File: src/rtl/gray_ptr_sync_fifo.sv
// Single-clock FIFO with Gray-coded read/write pointers; full/empty come from
// comparing the registered Gray pointers, the scheme later reused across clocks.
module gray_ptr_sync_fifo #(
    parameter int DW = 8,
    parameter int AW = 4
) (
    input  logic          i_clk,
    input  logic          i_rst,
    input  logic          i_wr_en,
    input  logic [DW-1:0] i_wr_data,
    output logic          o_full,
    input  logic          i_rd_en,
    output logic [DW-1:0] o_rd_data,
    output logic          o_empty,
    output logic [AW:0]   o_count,
    output logic [AW:0]   o_wptr_G,
    output logic [AW:0]   o_rptr_G,
    output logic          o_ovf,
    output logic          o_udf
);

    localparam int          DEPTH   = 1 << AW;
    localparam logic [AW:0] PTR_ONE = {{AW{1'b0}}, 1'b1};

    function automatic logic [AW:0] bin2gray(input logic [AW:0] b);
        return b ^ (b >> 1);
    endfunction

    logic [AW:0]   wb_r, rb_r;
    logic [AW:0]   wg_r, rg_r;
    logic [DW-1:0] rd_data_r;
    logic          ovf_r, udf_r;
    logic [DW-1:0] mem_r [0:DEPTH-1];

    logic [AW:0]   wb_nxt_s, rb_nxt_s;
    logic          full_s, empty_s, wr_ok_s, rd_ok_s;

    // Full when the write pointer is exactly one lap ahead: top two Gray bits inverted.
    assign empty_s  = (wg_r == rg_r);
    assign full_s   = (wg_r == {~rg_r[AW:AW-1], rg_r[AW-2:0]});
    assign wr_ok_s  = i_wr_en && !full_s;
    assign rd_ok_s  = i_rd_en && !empty_s;
    assign wb_nxt_s = wb_r + PTR_ONE;
    assign rb_nxt_s = rb_r + PTR_ONE;

    // Pointer, Gray pointer, read data and sticky error registers
    always_ff @(posedge i_clk) begin
        if (i_rst) begin
            wb_r      <= {(AW+1){1'b0}};
            rb_r      <= {(AW+1){1'b0}};
            wg_r      <= {(AW+1){1'b0}};
            rg_r      <= {(AW+1){1'b0}};
            rd_data_r <= {DW{1'b0}};
            ovf_r     <= 1'b0;
            udf_r     <= 1'b0;
        end else begin
            if (wr_ok_s) begin
                wb_r <= wb_nxt_s;
                wg_r <= bin2gray(wb_nxt_s);
            end
            if (rd_ok_s) begin
                rb_r      <= rb_nxt_s;
                rg_r      <= bin2gray(rb_nxt_s);
                rd_data_r <= mem_r[rb_r[AW-1:0]];
            end
            if (i_wr_en && full_s) begin
                ovf_r <= 1'b1;
            end
            if (i_rd_en && empty_s) begin
                udf_r <= 1'b1;
            end
        end
    end

    // Storage array; contents are not reset, stale words are unreachable after reset
    always_ff @(posedge i_clk) begin
        if (!i_rst && wr_ok_s) begin
            mem_r[wb_r[AW-1:0]] <= i_wr_data;
        end
    end

    assign o_full    = full_s;
    assign o_empty   = empty_s;
    assign o_count   = wb_r - rb_r;
    assign o_wptr_G  = wg_r;
    assign o_rptr_G  = rg_r;
    assign o_rd_data = rd_data_r;
    assign o_ovf     = ovf_r;
    assign o_udf     = udf_r;

endmodule
File: config.mk
export PLATFORM = sky130hd
export DESIGN_NAME = gray_ptr_sync_fifo
export DESIGN_NICKNAME = d
export VERILOG_FILES = /design/src/rtl/gray_ptr_sync_fifo.sv
export SDC_FILE = /design/constraint.sdc
export NUM_CORES = 1
export LEC_CHECK = 0
export ABC_AREA = 1
export CORE_MARGIN = 2
export CORE_UTILIZATION = 54
export CTS_CLUSTER_DIAMETER = 40
export CTS_CLUSTER_SIZE = 40
export DETAILED_ROUTE_END_ITERATION = 12
export HOLD_SLACK_MARGIN = 0.02
export PLACE_DENSITY_LB_ADDON = 0.05
export SETUP_SLACK_MARGIN = 0.4
export SLEW_MARGIN = 20
export SYNTH_ARGS = -nofsm -noshare
export SYNTH_HDL_FRONTEND = slang
export SYNTH_SLANG_ARGS = --single-unit
File: constraint.sdc
create_clock -name i_clk -period 1.99 [get_ports i_clk]
set_input_delay 0.4975 -clock i_clk [delete_from_list [all_inputs] [get_ports i_clk]]
set_output_delay 0.4975 -clock i_clk [all_outputs]
set_load 0.01 [all_outputs]
==> reports/summary.txt, run 1 <==
clock root buffer -> clkbuf_16
Max-Cap Viols -> 0
area grow syn2layout -> 36.2%
routed wire length -> 18.0 mm
I/O pin count -> 39
TritonCTS clock tree -> yes
H-tree depth -> 4
CP Capture Type -> output port
Initial Util -> 55.1%
Yosys reg bits -> 156
core area -> 13200 sq um
syn_area_per_cell -> 9.11 sq um
largest cells by area after synthesis -> edfxtp_1 (53%), nand2_1 (13%), nand3_1 (7.8%)
Final Hold Viols -> 0
Mapped Cells -> 798
Tcrit/Tclk final -> 114%
Leak Pwr -> 4.22 nW
RePlAce Congestion -> 0.921
failing checks -> setup timing
arrival time at the worst endpoint -> 1.76 ns
CP Data Required Time -> 1.49 ns
Filler Cell Count -> 941
Synthesis Warnings -> 0
Clock Skews -> 0.00932 ns
initial antenna violation count -> 0
worst setup slack after layout -> -0.271 ns
Slew @ Worst Pin -> 0.452 ns
Tmin final -> 2.26 ns
initial DRC count -> 432
Design Power -> 8.53 mW
count of different cell masters after synthesis -> 27
CTS Sinks -> 156
via count -> 5607
count leader, synth -> nand2_1
Post-CTS Hold Buffers -> 0
DRT antenna net count -> 0
port bufs -> 38
EDFF count, synth -> 128
Post-Syn Area -> 7270 sq um
GR Overflow Total -> 0
Syn Nets -> 820
# setup viols final -> 4
Main synth FF type -> edfxtp_1
Std-Cell Rows -> 42
Clock transition at path regs -> 0.06 ns
DRC violations left -> 0
average routed wire per standard cell -> 16.7 microns
outcome -> finished with violations
drt pass-1 iters -> 5
min-delay worst type -> reg -> reg
Die Ht -> 120 microns
register area share after synthesis -> 60.6%
TritonCTS Buffers -> 17
Final Cell Area -> 9900 sq um
Async SR Flop Fraction -> 0%
first-pass GRT wire length -> 27.8 mm
maximum VDD drop -> 0.711 mV
global-route usage over all layers -> 25.8%
commonest cells in the netlist -> nand2_1 (256), inv_1 (130), edfxtp_1 (128)
Fmax achieved -> 442 MHz
ant diodes -> 0
kind of critical path -> reg -> out
Skew-Pair Late Insertion Delay -> 0.43 ns
Placed Area -> 8260 sq um
critical path startpoint category -> flip-flop
fin nets -> 910
CTS max path bufs -> 2
Slew Limit Fails -> 0
Die X -> 120 microns
DR vias/cell -> 5.21
critical path peak fanout -> 2
RSZ-0062 raised after global routing -> yes
Max transition margin -> 69.8%
PwrDens -> 862 nW/um^2
share of cells above drive strength 1 -> 31.7%
post-synth top area cell -> edfxtp_1
vias in the first global route -> 5265
post-DP HPWL -> 11.1 mm
Die ar. -> 14400 sq um
largest net degree at the start of global routing -> 40
share of the synthesized area in the top cell type -> 52.9%
## where the power goes
part	switching (mW)	leakage [nW]	internal, mW
Combinational	0.859	2.53	0.669
Clock	1.27	0.306	2.10
Sequential	0.0427	1.39	3.59
## cell families (layout without fill, tap and decap cells)
logic type | count (synthesis) | in the layout | synth area share (%)
buffers and inverters | 170 | 272 | 9.69
DFF | 156 | 156 | 60.6
and+or+nand+nor | 429 | 430 | 25.0
xor gates and xnor gates | 9 | 9 | 1.08
AOI/OAI and AO/OA | 24 | 24 | 1.81
adders and majority gates | 10 | 10 | 1.82
## metrics by stage
step	hold slack, ns	utilization, %	setup slack [ns]	setup TNS (ns)	instances
2_1_floorplan	0.474	-	0.164	0	798
3_3_place_gp	0.454	62.7	-0.255	-7.91	1015
3_5_place_dp	0.472	62.7	-0.288	-9.18	1015
4_1_cts	0.483	69.9	-0.348	-1.10	1065
5_1_grt	0.513	75.0	-0.328	-1.04	1077
6_report	0.484	75.0	-0.271	-0.780	1077
## critical path, stage by stage, from the launching register on
cell     delay (ns)
dfxtp_4        0.36
inv_4          0.04
ha_4           0.15
fa_2           0.35
o21ai_2        0.17
xnor2_2        0.12
buf_2          0.15
## cell usage in the layout (no fill, tap or decap), types with 9 or more instances in the layout
cell             Yosys  layout
clkdlybuf4s50_1      0      11
dfxtp_4              0      11
nor2_2               0      10
buf_2               20       9
nand3_1            114      75
nand3_2              1      37
edfxtp_1           128     128
nand2_2              4      27
buf_6                1      15
clkbuf_16            0      18
nor2_4               2      23
buf_4                6      45
nor2_1              45      14
inv_1              130     116
nand2_4              1      11
a21oi_2              3      10
nand2_1            256     218
dfxtp_1             28      13
dlygate4sd2_1        0      11
## registers in the layout, summed over array words and instances, names as in the netlist
| register | cells |
|---|---|
| mem_r | 128 |
| o_rd_data | 8 |
| rb_r | 5 |
| wb_r | 5 |
| o_rptr_G | 4 |
| o_wptr_G | 4 |
| o_ovf | 1 |
| o_udf | 1 |
## routing by layer
layer	track usage (%)	wire length, microns	vias up
li1	-	-	2723
met1	34.8	7420	2652
met2	42.2	9000	196
met3	5.09	1140	36
met4	8.60	449	0
met5	0	0	-
## path summary, 6_finish.rpt
kind | start | end | slack [ns] | cells past startpoint
max | wb_r[0] | o_count[4] | -0.27 | 6
max reg2reg | o_wptr_G[1] | mem_r[10][6] | 0.08 | 10
min reg2reg | o_ovf | o_ovf | 0.48 | 2
min | o_ovf | o_ovf | 0.48 | 2
## repair_timing
item                                    4_1_cts  5_1_grt
gates resized for setup                     110      150
buffers inserted                             15       11
cloned                                        3        1
pin swaps                                    23       36
endpoints found under the setup margin      172      161
## final cells by class
cell class	count	area [sq um]	share of cell area, %
sequential	156	4450	45.0
inverter	131	524	5.30
clock buffer	18	429	4.34
timing repair buffer	109	1110	11.2
tap	176	220	2.23
multi-input combinational	473	2970	30.0
clock inverter	14	193	1.95
(Power assumes the default switching activity.)
==> run 2, diff against run 1 <==
Settings changed: CAP_MARGIN from default to 30.
==> results of run 2 <==
Final layout, timing and power as in run 1 (identical DEF).
